==> src/rtl/baseball_pkg.sv <==
// Shared sizing constants for the baseball guess-tracking blocks.
package baseball_pkg;

    localparam int PLAYER_CNT  = 2;
    localparam int GUESS_CNT_W = 3;

endpackage

==> src/rtl/button_signal_multi_if.sv <==
// Button tracker bundle: qualifying inputs from the decoder, debounced events to the game FSM.
interface button_signal_multi_if
    import baseball_pkg::*;
#(
    parameter int NUM_CH = PLAYER_CNT,
    parameter int CNT_W  = GUESS_CNT_W
);

    logic                    guess_mode;
    logic [NUM_CH-1:0]       input_sig;
    logic                    cnt_clr;
    logic [NUM_CH-1:0]       btn_held;
    logic [NUM_CH-1:0]       btn_pressed;
    logic [NUM_CH-1:0]       btn_released;
    logic [NUM_CH*CNT_W-1:0] press_cnt;
    logic [NUM_CH*CNT_W-1:0] release_cnt;
    logic                    any_pressed;

    modport master (
        output guess_mode, input_sig, cnt_clr,
        input  btn_held, btn_pressed, btn_released, press_cnt, release_cnt, any_pressed
    );

    modport slave (
        input  guess_mode, input_sig, cnt_clr,
        output btn_held, btn_pressed, btn_released, press_cnt, release_cnt, any_pressed
    );

endinterface

==> src/rtl/btn_channel.sv <==
// One button channel: input register, optional debouncer, edge pulses and
// press/release counters with wrap or saturate.
module btn_channel #(
    parameter int DEBOUNCE_CYC = 0,
    parameter int CNT_W        = 3,
    parameter int SATURATE     = 0
) (
    input  logic             clk,
    input  logic             rst,
    input  logic             q,
    input  logic             cnt_clr,
    output logic             held,
    output logic             pressed,
    output logic             released,
    output logic [CNT_W-1:0] press_cnt,
    output logic [CNT_W-1:0] release_cnt
);

    localparam logic [CNT_W-1:0] CNT_MAX = {CNT_W{1'b1}};

    logic samp;
    logic stable;
    logic prev;

    always_ff @(posedge clk or posedge rst) begin
        if (rst) begin
            samp <= 1'b0;
            prev <= 1'b0;
        end else begin
            samp <= q;
            prev <= stable;
        end
    end

    generate
        if (DEBOUNCE_CYC == 0) begin : g_bypass
            always_ff @(posedge clk or posedge rst) begin
                if (rst) stable <= 1'b0;
                else     stable <= samp;
            end
        end else begin : g_debounce
            localparam int             DW   = $clog2(DEBOUNCE_CYC + 1);
            localparam logic [DW-1:0] LAST = DW'(DEBOUNCE_CYC - 1);
            logic [DW-1:0] dcnt;

            // Any return to the accepted level restarts the stability count.
            always_ff @(posedge clk or posedge rst) begin
                if (rst) begin
                    dcnt   <= '0;
                    stable <= 1'b0;
                end else if (samp == stable) begin
                    dcnt <= '0;
                end else if (dcnt == LAST) begin
                    stable <= ~stable;
                    dcnt   <= '0;
                end else begin
                    dcnt <= dcnt + 1'b1;
                end
            end
        end
    endgenerate

    assign held     = stable;
    assign pressed  = stable & ~prev;
    assign released = ~stable & prev;

    function automatic logic [CNT_W-1:0] bump(input logic [CNT_W-1:0] c);
        if (SATURATE != 0 && c == CNT_MAX) return c;
        return c + 1'b1;
    endfunction

    // Clear wins over a same-cycle event.
    always_ff @(posedge clk or posedge rst) begin
        if (rst) begin
            press_cnt   <= '0;
            release_cnt <= '0;
        end else if (cnt_clr) begin
            press_cnt   <= '0;
            release_cnt <= '0;
        end else begin
            if (pressed)  press_cnt   <= bump(press_cnt);
            if (released) release_cnt <= bump(release_cnt);
        end
    end

endmodule

==> src/rtl/button_signal_multi.sv <==
// Multi-channel guess-button tracker: qualifies raw lines with guess_mode and the
// one-hot rule, then hands each line to its own debounce/count channel.
module button_signal_multi
    import baseball_pkg::*;
#(
    parameter int NUM_CH       = PLAYER_CNT,
    parameter int CNT_W        = GUESS_CNT_W,
    parameter int DEBOUNCE_CYC = 0,
    parameter int SATURATE     = 0,
    parameter int ONEHOT_ONLY  = 1
) (
    input logic                  clk,
    input logic                  rst,
    button_signal_multi_if.slave bus
);

    localparam logic [NUM_CH-1:0] BIT0 = NUM_CH'(1);

    logic [NUM_CH-1:0]       q;
    logic [NUM_CH-1:0]       held;
    logic [NUM_CH-1:0]       pressed;
    logic [NUM_CH-1:0]       released;
    logic [NUM_CH*CNT_W-1:0] press_all;
    logic [NUM_CH*CNT_W-1:0] release_all;

    genvar i;
    generate
        for (i = 0; i < NUM_CH; i++) begin : g_ch
            // With the one-hot rule, simultaneous buttons void every channel.
            assign q[i] = bus.guess_mode & bus.input_sig[i] &
                          ((ONEHOT_ONLY == 0) || (bus.input_sig == (BIT0 << i)));

            btn_channel #(
                .DEBOUNCE_CYC (DEBOUNCE_CYC),
                .CNT_W        (CNT_W),
                .SATURATE     (SATURATE)
            ) u_ch (
                .clk         (clk),
                .rst         (rst),
                .q           (q[i]),
                .cnt_clr     (bus.cnt_clr),
                .held        (held[i]),
                .pressed     (pressed[i]),
                .released    (released[i]),
                .press_cnt   (press_all[i*CNT_W +: CNT_W]),
                .release_cnt (release_all[i*CNT_W +: CNT_W])
            );
        end
    endgenerate

    assign bus.btn_held     = held;
    assign bus.btn_pressed  = pressed;
    assign bus.btn_released = released;
    assign bus.press_cnt    = press_all;
    assign bus.release_cnt  = release_all;
    assign bus.any_pressed  = |pressed;

endmodule

==> src/flat_wrapper.sv <==
// flat-port wrapper written by rule: the top's interface ports become plain ports
module button_signal_multi_flat import baseball_pkg::*;
#(
    parameter int NUM_CH       = PLAYER_CNT,
    parameter int CNT_W        = GUESS_CNT_W,
    parameter int DEBOUNCE_CYC = 0,
    parameter int SATURATE     = 0,
    parameter int ONEHOT_ONLY  = 1
)
  (clk, rst, bus_guess_mode, bus_input_sig, bus_cnt_clr, bus_btn_held, bus_btn_pressed, bus_btn_released, bus_press_cnt, bus_release_cnt, bus_any_pressed);
  button_signal_multi_if #(.NUM_CH(NUM_CH), .CNT_W(CNT_W)) bus_i ();
  input logic clk;
  input logic rst;
  input wire logic [$bits(bus_i.guess_mode)-1:0] bus_guess_mode;
  input wire logic [$bits(bus_i.input_sig)-1:0] bus_input_sig;
  input wire logic [$bits(bus_i.cnt_clr)-1:0] bus_cnt_clr;
  output wire logic [$bits(bus_i.btn_held)-1:0] bus_btn_held;
  output wire logic [$bits(bus_i.btn_pressed)-1:0] bus_btn_pressed;
  output wire logic [$bits(bus_i.btn_released)-1:0] bus_btn_released;
  output wire logic [$bits(bus_i.press_cnt)-1:0] bus_press_cnt;
  output wire logic [$bits(bus_i.release_cnt)-1:0] bus_release_cnt;
  output wire logic [$bits(bus_i.any_pressed)-1:0] bus_any_pressed;
  assign bus_i.guess_mode = bus_guess_mode;
  assign bus_i.input_sig = bus_input_sig;
  assign bus_i.cnt_clr = bus_cnt_clr;
  assign bus_btn_held = bus_i.btn_held;
  assign bus_btn_pressed = bus_i.btn_pressed;
  assign bus_btn_released = bus_i.btn_released;
  assign bus_press_cnt = bus_i.press_cnt;
  assign bus_release_cnt = bus_i.release_cnt;
  assign bus_any_pressed = bus_i.any_pressed;
  button_signal_multi #(.NUM_CH(NUM_CH), .CNT_W(CNT_W), .DEBOUNCE_CYC(DEBOUNCE_CYC), .SATURATE(SATURATE), .ONEHOT_ONLY(ONEHOT_ONLY)) u_core (.clk(clk), .rst(rst), .bus(bus_i));
endmodule
==> config.mk <==
export PLATFORM = sky130hd
export DESIGN_NAME = button_signal_multi_flat
export DESIGN_NICKNAME = d
export VERILOG_FILES = /design/src/rtl/baseball_pkg.sv /design/src/rtl/button_signal_multi_if.sv /design/src/rtl/btn_channel.sv /design/src/rtl/button_signal_multi.sv /design/src/flat_wrapper.sv
export SDC_FILE = /design/constraint.sdc
export NUM_CORES = 1
export LEC_CHECK = 0
export ABC_AREA = 1
export BUFFER_PORTS_ARGS = -buffer_cell sky130_fd_sc_hd__buf_2
export CAP_MARGIN = 5
export CORE_MARGIN = 10
export CORE_UTILIZATION = 40
export DETAILED_ROUTE_END_ITERATION = 16
export PLACE_DENSITY = 0.69
export SLEW_MARGIN = 30
export SYNTH_ARGS = -nofsm -noshare
export SYNTH_HDL_FRONTEND = slang
export SYNTH_SLANG_ARGS = --single-unit
export TNS_END_PERCENT = 10
==> constraint.sdc <==
create_clock -name clk -period 1 [get_ports clk]
set_clock_uncertainty 0.05 [all_clocks]
set_input_delay 0 -clock clk [delete_from_list [all_inputs] [get_ports clk]]
set_output_delay 0 -clock clk [all_outputs]
set_load 0.05 [all_outputs]
=== Yosys cells after proc, flatten, opt, wreduce, memory -nomap -nowiden ===
Index checks and enable logic that the tools add are counted.

* Add/subtract/negate cells: 4
* Multipliers: 0
* Div/mod/pow operators: 0
* Order comparisons: 0
* Equality and inequality tests: 2
* Shifts and indexed selects: 0
* Mux-type cells: 8
* Bitwise operators: 12
* Reductions and logical operators: 5

{| class="wikitable"
|+ Operators with widths
! cell !! count
|-
| $mux 3 || 8
|-
| $add 3x1->3 const B || 4
|-
| $and 1x1->1 || 8
|-
| $reduce_bool 2->1 || 4
|-
| $not 1->1 || 4
|-
| $eq 2x1->1 const B || 1
|-
| $eq 2x2->1 const B || 1
|-
| $reduce_or 2->1 || 1
|}

* Bits in registers: 18
* Latch bits: 0
* Memory bits (writable): 0
* Memory bits (read-only): 0
* Input bits: 6
* Output and inout port bits: 19
* Logic and storage cells: 41
* Memories: 0

=== Logic depth before layout (Yosys ltp) ===
Gate-level depths: netlist (run 1).

* Depth in word-level cells: 4
* Mapped depth: 5
* Gate-level depth less buffers: 5

=== By module ===
Synthesis (run 1) repeated with hierarchy kept, for this count alone.

* Cell total of the unflattened synthesis: 99
* Area, all modules: 847.1 um^2

{| class="wikitable"
|+ By module, submodules not included
! module !! instances !! cells each !! area each (um^2)
|-
| btn_channel || 2 || 47 || 412.9
|-
| button_signal_multi || 1 || 5 || 21.3
|}

=== Worst setup path before layout (run 1) ===
Ideal clock, no wire load.

* Path type: flip-flop to flip-flop
* From: register u_core.g_ch[1].u_ch.press_cnt[0]
* To: register u_core.g_ch[1].u_ch.press_cnt[2]
* Setup time: 71 ps
* Data arrival time: 1,123 ps
* Data required time: 879 ps
* Path slack: -244 ps
* Cell stages (with the launch flop): 6
* Period minus slack after synthesis: 1,244 ps
* Path through: dfrtp_1 ha_1 nand3_1 nand2_1 inv_1 nor2_1

* Word-level cells in the longest chain between the ends: 3

{| class="wikitable"
|+ RTL lines
! element !! RTL line !! source
|-
| start: declaration || btn_channel.sv:15 || <nowiki>output logic [CNT_W-1:0] press_cnt,</nowiki>
|-
| start signal: assignment || btn_channel.sv:81 || <nowiki>if (pressed) press_cnt <= bump(press_cnt);</nowiki>
|-
| $add 3x1->3 || btn_channel.sv:69 || <nowiki>return c + 1'b1;</nowiki>
|-
| $mux 3 || btn_channel.sv:81 ||
|-
| $mux 3 || btn_channel.sv:77 || <nowiki>end else if (cnt_clr) begin</nowiki>
|}

No other way between the ends. The select of a mux whose other input is x is not followed.
A chain may end at the register's enable or synchronous reset.

=== Final worst setup path (run 1) ===
* From: register u_core.g_ch[1].u_ch.prev
* To: output port bus_any_pressed

* Word-level cells in the longest chain between the ends: 3

{| class="wikitable"
|+ RTL lines
! element !! RTL line !! source
|-
| start: declaration || btn_channel.sv:23 || <nowiki>logic prev;</nowiki>
|-
| start signal: assignment || btn_channel.sv:31 || <nowiki>prev <= stable;</nowiki>
|-
| $not 1->1 || btn_channel.sv:64 || <nowiki>assign pressed = stable & ~prev;</nowiki>
|-
| $and 1x1->1 || btn_channel.sv:64 ||
|-
| $reduce_or 2->1 || button_signal_multi.sv:56 || <nowiki>assign bus.any_pressed = |pressed;</nowiki>
|-
| end: declaration || flat_wrapper.sv:22 || <nowiki>output wire logic [$bits(bus_i.any_pressed)-1:0] bus_any_pressed;</nowiki>
|}

No other way between the ends.

==> results of run 1 <==
==> worst register-to-register path: stages (launching register included) <==
cell	delay [ns]
dfrtp_1	0.44
inv_2	0.09
nor2_4	0.15
buf_4	0.13
nand2_1	0.05
a21oi_2	0.11
==> repair_timing <==
item	4_1_cts	5_1_grt
gates cloned	0	0
setup endpoints to repair	23	28
pin swaps	4	4
buffers inserted	3	1
resized for setup	42	9
endpoints found under the hold margin	24	0
hold buffers	5	0
==> report_power, final <==
group	switching, W	leakage, nW	internal, W
sequential	0.0000290	0.231	0.000749
clock	0.000237	0.0210	0.000222
combinational	0.000171	0.385	0.000117
==> final cells by class <==
type | instances | area, µm²
Tap cell | 27 | 33.78
Fill cell | 166 | 659.4
Timing Repair Buffer | 38 | 367.9
Inverter | 14 | 55.05
Clock buffer | 4 | 36.28
Sequential cell | 18 | 462.9
Multi-Input combinational cell | 65 | 406.6
==> worst max-delay path by stage <==
stage | from | to | cells past startpoint
after floorplan | u_core.g_ch[0].u_ch.release_cnt[0]$_DFFE_PP0P_ | u_core.g_ch[0].u_ch.release_cnt[1]$_DFFE_PP0P_ | 3
after global placement | u_core.g_ch[1].u_ch.press_cnt[0]$_DFFE_PP0P_ | u_core.g_ch[1].u_ch.press_cnt[1]$_DFFE_PP0P_ | 3
after detailed placement | u_core.g_ch[1].u_ch.prev$_DFF_PP0_ | bus_any_pressed | 4
after CTS | u_core.g_ch[0].u_ch.prev$_DFF_PP0_ | bus_any_pressed | 4
after global routing | u_core.g_ch[0].u_ch.prev$_DFF_PP0_ | bus_any_pressed | 4
final | u_core.g_ch[1].u_ch.prev$_DFF_PP0_ | bus_any_pressed | 4
==> per-layer routing <==
metal	GRT usage, %	up-vias	routed length (µm)
li1	-	384	-
met1	10.14	361	848
met2	17.77	14	1152
met3	3.846	2	129
met4	1.795	0	8
met5	0	-	0
==> Yosys cell counts <==
master | count | area [µm²]
nand3_1 | 4 | 20.02
a21oi_2 | 2 | 17.52
nor2_1 | 14 | 52.55
ha_1 | 4 | 50.05
inv_1 | 9 | 33.78
nand4_1 | 4 | 25.02
a21oi_1 | 2 | 10.01
inv_2 | 5 | 18.77
nand2_2 | 2 | 12.51
dfrtp_1 | 18 | 450.4
buf_4 | 6 | 45.04
nor2_4 | 2 | 22.52
nor2_2 | 2 | 12.51
nand2_1 | 29 | 108.9
==> registers in the layout (all words and copies together), names as in the netlist <==
| name | cells |
|---|---|
| u_core.g_ch.u_ch.press_cnt | 6 |
| u_core.g_ch.u_ch.samp | 2 |
| u_core.g_ch.u_ch.prev | 2 |
| u_core.g_ch.u_ch.held | 2 |
| u_core.g_ch.u_ch.release_cnt | 6 |
==> through the flow <==
step | setup WS, ns | utilization [%] | power, W
after floorplan | -0.08887 | - | 0.0009478
after global placement | 0.01182 | 53.71 | 0.001001
after detailed placement | 0.005117 | 53.71 | 0.001006
after CTS | -0.2071 | 65.41 | 0.001516
after global routing | -0.2654 | 67.39 | 0.001579
final | -0.2102 | 67.39 | 0.001526
==> cells by family (layout without fill, tap and decap cells) <==
group	count (synthesis)	in the layout	share of synthesized area, %
adders and majority gates	4	4	5.690
and+or+nand+nor	57	57	28.87
buffers and inverters	20	56	11.09
DFF	18	18	51.21
AOI/OAI and AO/OA	4	4	3.130
==> cells in the final DEF (no fill, tap or decap), drive strengths merged <==
| cell | instances |
|---|---|
| buf | 32 |
| nand2 | 31 |
| nor2 | 18 |
| dfrtp | 18 |
| inv | 14 |
| dlygate4sd3 | 5 |
| clkbuf | 5 |
| a21oi | 4 |
| nand3 | 4 |
| nand4 | 4 |
| ha | 4 |
==> impl_metrics.json, run 1 <==
{
  "ant_nets": 0,
  "first_iter_violations": 21,
  "drc": 0,
  "placed_cells": 153,
  "fin_ws_ns": -0.2102,
  "num_vias": 761,
  "final-hold-violation-count": 0,
  "hpwl_mm": 1.518,
  "rsz0062_at_grt": "true",
  "status": "complete, but fails checks",
  "grt_max_degree": 19,
  "insertion_delay_ns": 0.30,
  "yosysSeqAreaShare_pct": 51.21,
  "cp_cell_sequence": "inv_2 -> nand2_2 -> nand2_2 -> buf_8",
  "cap_violations": 0,
  "r2r_cells": 5,
  "worst_pin_slew_ns": 0.2279,
  "vias_per_cell": 4.584,
  "cp_slowest_stage_delay_ns": 0.44,
  "cp_data_arrival_time_ns": 1.16,
  "fin_nets": 150,
  "die_area_um2": 4475,
  "power_density_nw_per_um2": 1120,
  "synth.net_count": 113,
  "r2r_end": "u_core.g_ch[0].u_ch.release_cnt[1]$_DFFE_PP0P_",
  "crit_path_end_kind": "output port",
  "violations": "setup timing",
  "layout-drive-gt1-share_pct": 49.64,
  "worst_path_most_repeated_cell": "nand2_2",
  "peakVddDrop_mv": 1.047,
  "required_ns": 0.95,
  "design_area_um2": 1363,
  "place_congestion": 0.7538,
  "n_antenna_cell": 0,
  "ys_warn_count": 0,
  "finalNonFillerCells": 166,
  "finalWirelength_mm": 2.138,
  "cts_sinks": 18,
  "finalMaxSlewViolations": 0,
  "grt-ovfl-total": 0,
  "finalSetupViolations": 14,
  "finalSetupTns_ns": -1.412,
  "hp-class": "in2async",
  "clk_pin_slew_ns": 0.11,
  "grt_pass1_wl_mm": 3.443,
  "grt_pass1_vias": 758,
  "ff2ff_setup_slack_ns": -0.08,
  "core_area_um2": 2022,
  "io_buffers": 24,
  "antenna_found_initial": 0,
  "fmax_mhz": 826.3,
  "ys_ff_latch": 18,
  "fp.dieH_um": 66.90,
  "numCtsBuffers": 3,
  "power_leakage_nw": 0.6366,
  "fin_crit_ns": 1.210,
  "synth_cell_types": 14,
  "cts_tree": "built",
  "cp_slowest_cell": "dfrtp_1",
  "holdWs_ns": 0.1914,
  "grt_usage_pct": 9.672,
  "netlist_area_um2": 879.6,
  "avgSynthCellArea_um2": 8.540,
  "start_kind": "register",
  "syn_inst": 103,
  "cts.path.max_buffers": 2,
  "io_pins": 25,
  "worstPathMaxFanout": 3,
  "area_growth_pct": 54.91,
  "wl_per_cell_um": 12.88,
  "cts.htree.levels": 1,
  "dr.pass1.iters": 4,
  "die_w_um": 66.90,
  "cpLargestDelayFamily": "flip-flops",
  "crit_buf_inv": 2,
  "cts-root-buf": "clkbuf_4",
  "critPathKind": "reg2out",
  "period_share_pct": 121.0,
  "max-slew-margin-rel_pct": 84.81,
  "initial_core_util_pct": 43.50,
  "r2r-start": "u_core.g_ch[0].u_ch.prev$_DFF_PP0_",
  "dpl_cell_area_um2": 1086,
  "placementRows": 16
}
Note: power is estimated with default switching activity, not from simulation.
==> inputs of run 2 (changes only) <==
--- a/config.mk
+++ b/config.mk
@@ -11,7 +11,7 @@
 export CORE_MARGIN = 10
 export CORE_UTILIZATION = 40
 export DETAILED_ROUTE_END_ITERATION = 16
-export PLACE_DENSITY = 0.69
+export PLACE_DENSITY = 0.67
 export SLEW_MARGIN = 30
 export SYNTH_ARGS = -nofsm -noshare
 export SYNTH_HDL_FRONTEND = slang
==> constraint.sdc (replaced) <==
create_clock -name clk -period 1.2 [get_ports clk]
set_clock_uncertainty 0.05 [all_clocks]
set_input_delay 0 -clock clk [delete_from_list [all_inputs] [get_ports clk]]
set_output_delay 0 -clock clk [all_outputs]
set_load 0.05 [all_outputs]
==> run 2 against run 1 <==
Effect of this change:
- the run now ends clean
- final cell count fell by 1.2%
- worst hold slack better by 0.0070 ns
- global-route usage fell by 0.38 points
- sequential share of layout area increased by 4.2 points
- first-iteration DRC count decreased by 19%
- flip-flop and latch count is the same
- sequential power shrank 17%
- utilization decreased by 7.6 points
- via count down 0.26%
- critical path depth unchanged
- critical path type unchanged
==> impl_metrics.json, run 2 (synthesized netlist as in run 1, its figures left out) <==
{
  "finalMaxSlewViolations": 0,
  "fin_ws_ns": 0.01138,
  "power_density_nw_per_um2": 1019,
  "wl_per_cell_um": 12.01,
  "rsz0062_at_grt": "true",
  "hp-class": "in2async",
  "num_vias": 759,
  "io_pins": 25,
  "cp_data_arrival_time_ns": 1.14,
  "cts.path.max_buffers": 2,
  "fill_cells": 185,
  "fin_crit_ns": 1.189,
  "cts_sinks": 18,
  "numCtsBuffers": 3,
  "wl_met2_mm": 1.092,
  "grt-ovfl-total": 0,
  "area_growth_pct": 37.41,
  "clk_pin_slew_ns": 0.11,
  "initial_core_util_pct": 43.50,
  "holdWs_ns": 0.1984,
  "die_area_um2": 4475,
  "fin_nets": 148,
  "placementRows": 16,
  "antenna_found_initial": 0,
  "fp.dieH_um": 66.90,
  "status": "finished clean",
  "cap_violations": 0,
  "drc": 0,
  "top_layer_used": "met4",
  "worstPathMaxFanout": 5,
  "dr.pass1.iters": 5,
  "core_area_um2": 2022,
  "grt_usage_pct": 9.294,
  "vias_per_cell": 4.628,
  "first_iter_violations": 17,
  "io_buffers": 24,
  "ant_nets": 0,
  "post-route-util_pct": 59.78,
  "fmax_mhz": 841.3,
  "met1_length_um": 736,
  "finalWirelength_mm": 1.970,
  "pre_cts_slack_ns": 0.1342,
  "ff2ff_setup_slack_ns": 0.09,
  "die_w_um": 66.90,
  "final-hold-violation-count": 0,
  "largestRegisters": "u_core.g_ch.u_ch.press_cnt (6), u_core.g_ch.u_ch.release_cnt (6)",
  "insertion_delay_ns": 0.29,
  "wl_met3_um": 132,
  "r2r_cells": 6,
  "final_cell_mix": "26 x nand2_1, 18 x buf_2, 14 x nor2_1",
  "finalSetupViolations": 0,
  "power_leakage_nw": 0.6308,
  "required_ns": 1.15,
  "start_kind": "register",
  "r2r_end": "u_core.g_ch[1].u_ch.press_cnt[0]$_DFFE_PP0P_",
  "crit_path_end_kind": "output port",
  "place_congestion": 0.7661,
  "cts.htree.levels": 1,
  "period_share_pct": 99.05,
  "cts-root-buf": "clkbuf_4",
  "cts_tree": "built",
  "peakVddDrop_mv": 0.5732,
  "critPathKind": "reg2out",
  "layout-drive-gt1-share_pct": 43.07,
  "total_power_w": 0.001232,
  "r2r-start": "u_core.g_ch[1].u_ch.held$_DFF_PP0_",
  "worst_pin_slew_ns": 0.2540,
  "grt_max_degree": 19,
  "layout_commonest_cell": "nand2_1",
  "grt_pass1_vias": 721,
  "grt_pass1_wl_mm": 3.277,
  "hpwl_mm": 1.469,
  "max-slew-margin-rel_pct": 83.19,
  "n_antenna_cell": 0
}
-- run 2: changes by cell type in the layout (fill, tap and decap cells not counted), sizes merged --
cell | previous run | this run
buf | 32 | 30
clkbuf | 5 | 4
dlygate4sd3 | 5 | 6
-- run 2: layer usage --
metal  vias up  global-route usage [%]
li1        379                       -
met1       363                   10.12
met2        15                   15.88
met3         2                   3.846
met4         0                   3.077
met5         -                       0
-- run 2: worst max-delay path by stage --
stage / from / endpoint / slack (ns) / cells after the start
2_1_floorplan: u_core.g_ch[1].u_ch.release_cnt[1]$_DFFE_PP0P_ / u_core.g_ch[1].u_ch.release_cnt[2]$_DFFE_PP0P_ / -0.03 / 5
3_3_place_gp: u_core.g_ch[1].u_ch.held$_DFF_PP0_ / bus_btn_pressed[1] / 0.15 / 3
3_5_place_dp: u_core.g_ch[1].u_ch.held$_DFF_PP0_ / u_core.g_ch[1].u_ch.press_cnt[0]$_DFFE_PP0P_ / 0.13 / 5
4_1_cts: u_core.g_ch[0].u_ch.held$_DFF_PP0_ / bus_btn_pressed[0] / -0.02 / 3
5_1_grt: u_core.g_ch[0].u_ch.prev$_DFF_PP0_ / bus_any_pressed / -0.04 / 4
6_report: u_core.g_ch[0].u_ch.prev$_DFF_PP0_ / bus_any_pressed / 0.01 / 4
-- run 2: critical path, cell delays in order, from the launching register on --
cell and delay [ns]:
dfrtp_2 0.47, inv_4 0.10, nand2_2 0.06, nand2_2 0.08
buf_8 0.14
-- run 2: what timing repair did --
item                                    CTS  global route
pin swaps                                 0             2
cloned                                    0             0
hold endpoints to repair                 24             0
gates resized for setup                  14            12
endpoints found under the setup margin    5             5
setup buffers                             2             3
hold buffers                              6             0
-- run 2: through the flow --
stage / std cells / area (µm²) / TNS (ns)
floorplan: 103 / 885.9 / -0.1446
global placement: 149 / 1002 / 0
detailed placement: 149 / 1002 / 0
CTS: 161 / 1151 / -0.05963
global route: 164 / 1209 / -0.1242
finish: 164 / 1209 / 0
-- run 2: layout make-up --
| cell class | instances | area [µm²] | area share [%] |
|---|---|---|---|
| Tap cell | 27 | 33.78 | 2.795 |
| Timing Repair Buffer | 36 | 270.3 | 22.36 |
| Clock buffer | 4 | 36.28 | 3.002 |
| Inverter | 14 | 57.56 | 4.762 |
| Multi-Input combinational cell | 65 | 349.1 | 28.88 |
| Sequential cell | 18 | 461.7 | 38.20 |
-- run 2: power by group --
| part | switching [W] | internal (W) | leakage [nW] | total, W |
|---|---|---|---|---|
| combinational | 0.000136 | 0.0000752 | 0.377 | 0.000211 |
| clock | 0.000192 | 0.000185 | 0.0210 | 0.000376 |
| sequential | 0.0000198 | 0.000624 | 0.233 | 0.000644 |
| total | 0.000347 | 0.000884 | 0.631 | 0.00123 |
==> inputs of run 3 (changes only) <==
==> constraint.sdc (replaced) <==
create_clock -name clk -period 1.2 [get_ports clk]
set_clock_uncertainty 0.05 [all_clocks]
set_input_delay 0.06 -clock clk [delete_from_list [all_inputs] [get_ports clk]]
set_output_delay 0.06 -clock clk [all_outputs]
set_load 0.05 [all_outputs]
==> run 3 against run 2 <==
Effect of this change:
- the run now ends with setup timing left
- flip-flop and latch count unchanged
- critical path depth unchanged
- design area up 6.1%
- combinational power up 12%
- register-to-register slack worse by 0.04 ns
- critical path type unchanged
- highest routed layer unchanged
==> impl_metrics.json, run 3 (synthesized netlist as in run 1, its figures left out) <==
{
  "status": "complete, but fails checks",
  "violations": "setup timing",
  "crit_buf_inv": 2,
  "fin_crit_ns": 1.267,
  "worst_pin_slew_ns": 0.2606,
  "critPathKind": "reg2out",
  "hpwl_mm": 1.373,
  "fin_ws_ns": -0.06651,
  "place_congestion": 0.8182,
  "numCtsBuffers": 3,
  "io_buffers": 24,
  "n_antenna_cell": 0,
  "cap_violations": 0,
  "clk_pin_slew_ns": 0.11,
  "dpl_cell_area_um2": 1002,
  "power_density_nw_per_um2": 935.7,
  "placementRows": 16,
  "grt_pass1_wl_mm": 3.243,
  "finalWirelength_mm": 2.075,
  "grt_usage_pct": 9.368,
  "antenna_found_initial": 0,
  "total_power_w": 0.001200,
  "worstPathMaxFanout": 3,
  "grt.met1_usage_pct": 9.474,
  "layout_commonest_cell": "nand2_1",
  "crit_path_end_kind": "output port",
  "cts.path.max_buffers": 2,
  "finalMaxSlewViolations": 0,
  "power_leakage_nw": 0.6866,
  "grt_pass1_vias": 751,
  "die_area_um2": 4475,
  "cp_slowest_stage_delay_ns": 0.45,
  "start_kind": "register",
  "largestRegisters": "u_core.g_ch.u_ch.press_cnt (6), u_core.g_ch.u_ch.release_cnt (6)",
  "area_growth_pct": 45.80,
  "hp-class": "in2reg",
  "met3_usage_pct": 3.010,
  "worst_path_most_repeated_cell": "nand2_2",
  "ant_nets": 0,
  "final-hold-violation-count": 0,
  "rsz0062_at_grt": "true",
  "cp_data_arrival_time_ns": 1.16,
  "first_iter_violations": 7,
  "dr.pass1.iters": 4,
  "design_area_um2": 1282,
  "insertion_delay_ns": 0.30,
  "num_vias": 800,
  "cts.htree.levels": 1,
  "fmax_mhz": 789.6,
  "fill_cells": 163,
  "cts_tree": "built",
  "finalSetupViolations": 5,
  "die_w_um": 66.90,
  "final_cell_mix": "26 x nand2_1, 19 x buf_2, 16 x buf_4",
  "grt_max_degree": 19,
  "vias_per_cell": 4.598,
  "required_ns": 1.09,
  "cts_sinks": 18,
  "layout-drive-gt1-share_pct": 45.58,
  "cpLargestDelayFamily": "flip-flops",
  "peakVddDrop_mv": 0.7003,
  "grtUsageMet2_pct": 16.82,
  "io_pins": 25,
  "max-slew-margin-rel_pct": 82.75,
  "initial_core_util_pct": 43.50,
  "drc": 0,
  "grt_busiest_layer": "met2",
  "period_share_pct": 105.5,
  "cp_cell_sequence": "inv_2 -> nand2_2 -> nand2_2 -> buf_8",
  "grt-ovfl-total": 0,
  "fin_nets": 158,
  "fp.dieH_um": 66.90,
  "wl_per_cell_um": 11.93,
  "cp_slowest_cell": "dfrtp_1",
  "cts-root-buf": "clkbuf_4",
  "core_area_um2": 2022
}
run 3: through the flow:
step                instances  setup TNS [ns]  hold WS, ns  setup WS, ns  util, %
floorplan                 103         -0.1446     -0.05177      -0.03051        -
global placement          149               0      0.03725        0.1411    49.57
detailed placement        149               0      0.03836        0.1089    49.57
CTS                       166         -0.2179       0.2506      -0.05215    59.78
global route              174         -0.6275       0.1869       -0.1386    63.43
finish                    174         -0.2263       0.1286      -0.06651    63.43
run 3: metal layers:
metal	share of wire, %	wire length [µm]	vias up
li1	-	-	399
met1	39	806	374
met2	54	1115	21
met3	5.6	117	6
met4	1.7	35	0
met5	0	0	-
run 3: power breakdown:
group | total [W] | switching [W] | internal (W)
Clock | 0.000320 | 0.000190 | 0.000129
Combinational | 0.000236 | 0.000142 | 0.0000936
Sequential | 0.000644 | 0.0000202 | 0.000624
Total | 0.00120 | 0.000353 | 0.000847
run 3: repair_timing:
action / in CTS / in global routing
buffers inserted: 7 / 8
endpoints found under the hold margin: 24 / 0
hold buffers: 6 / 0
pin swaps: 1 / 4
endpoints found under the setup margin: 7 / 7
gates resized for setup: 22 / 5
run 3: layout make-up:
cell class                      instances  area (µm²)  share of cell area (%)
Sequential cell                        18       460.4                   35.90
Tap cell                               27       33.78                   2.634
Inverter                               14       60.06                   4.683
Clock buffer                            4       26.28                   2.049
Timing Repair Buffer                   46       352.8                   27.51
Multi-Input combinational cell         65       349.1                   27.22
run 3: path summary, 6_finish.rpt:
path	from	to	slack, ns	depth (start not counted)
min	bus_input_sig[1]	u_core.g_ch[1].u_ch.samp$_DFF_PP0_	0.13	4
max	u_core.g_ch[0].u_ch.prev$_DFF_PP0_	bus_any_pressed	-0.07	4
min in group asynchronous	rst	u_core.g_ch[1].u_ch.samp$_DFF_PP0_	0.25	4
min reg2reg	u_core.g_ch[0].u_ch.samp$_DFF_PP0_	u_core.g_ch[0].u_ch.held$_DFF_PP0_	0.31	0
max reg2reg	u_core.g_ch[0].u_ch.prev$_DFF_PP0_	u_core.g_ch[0].u_ch.press_cnt[2]$_DFFE_PP0P_	0.05	7
max in group asynchronous	rst	u_core.g_ch[0].u_ch.release_cnt[0]$_DFFE_PP0P_	0.63	4
run 3: tightest hold or removal path, delay by kind of cell:
| family | cells | cell delay, ns |
|---|---|---|
| buffers and inverters | 2 | 0.27 |
| and+or+nand+nor | 2 | 0.11 |
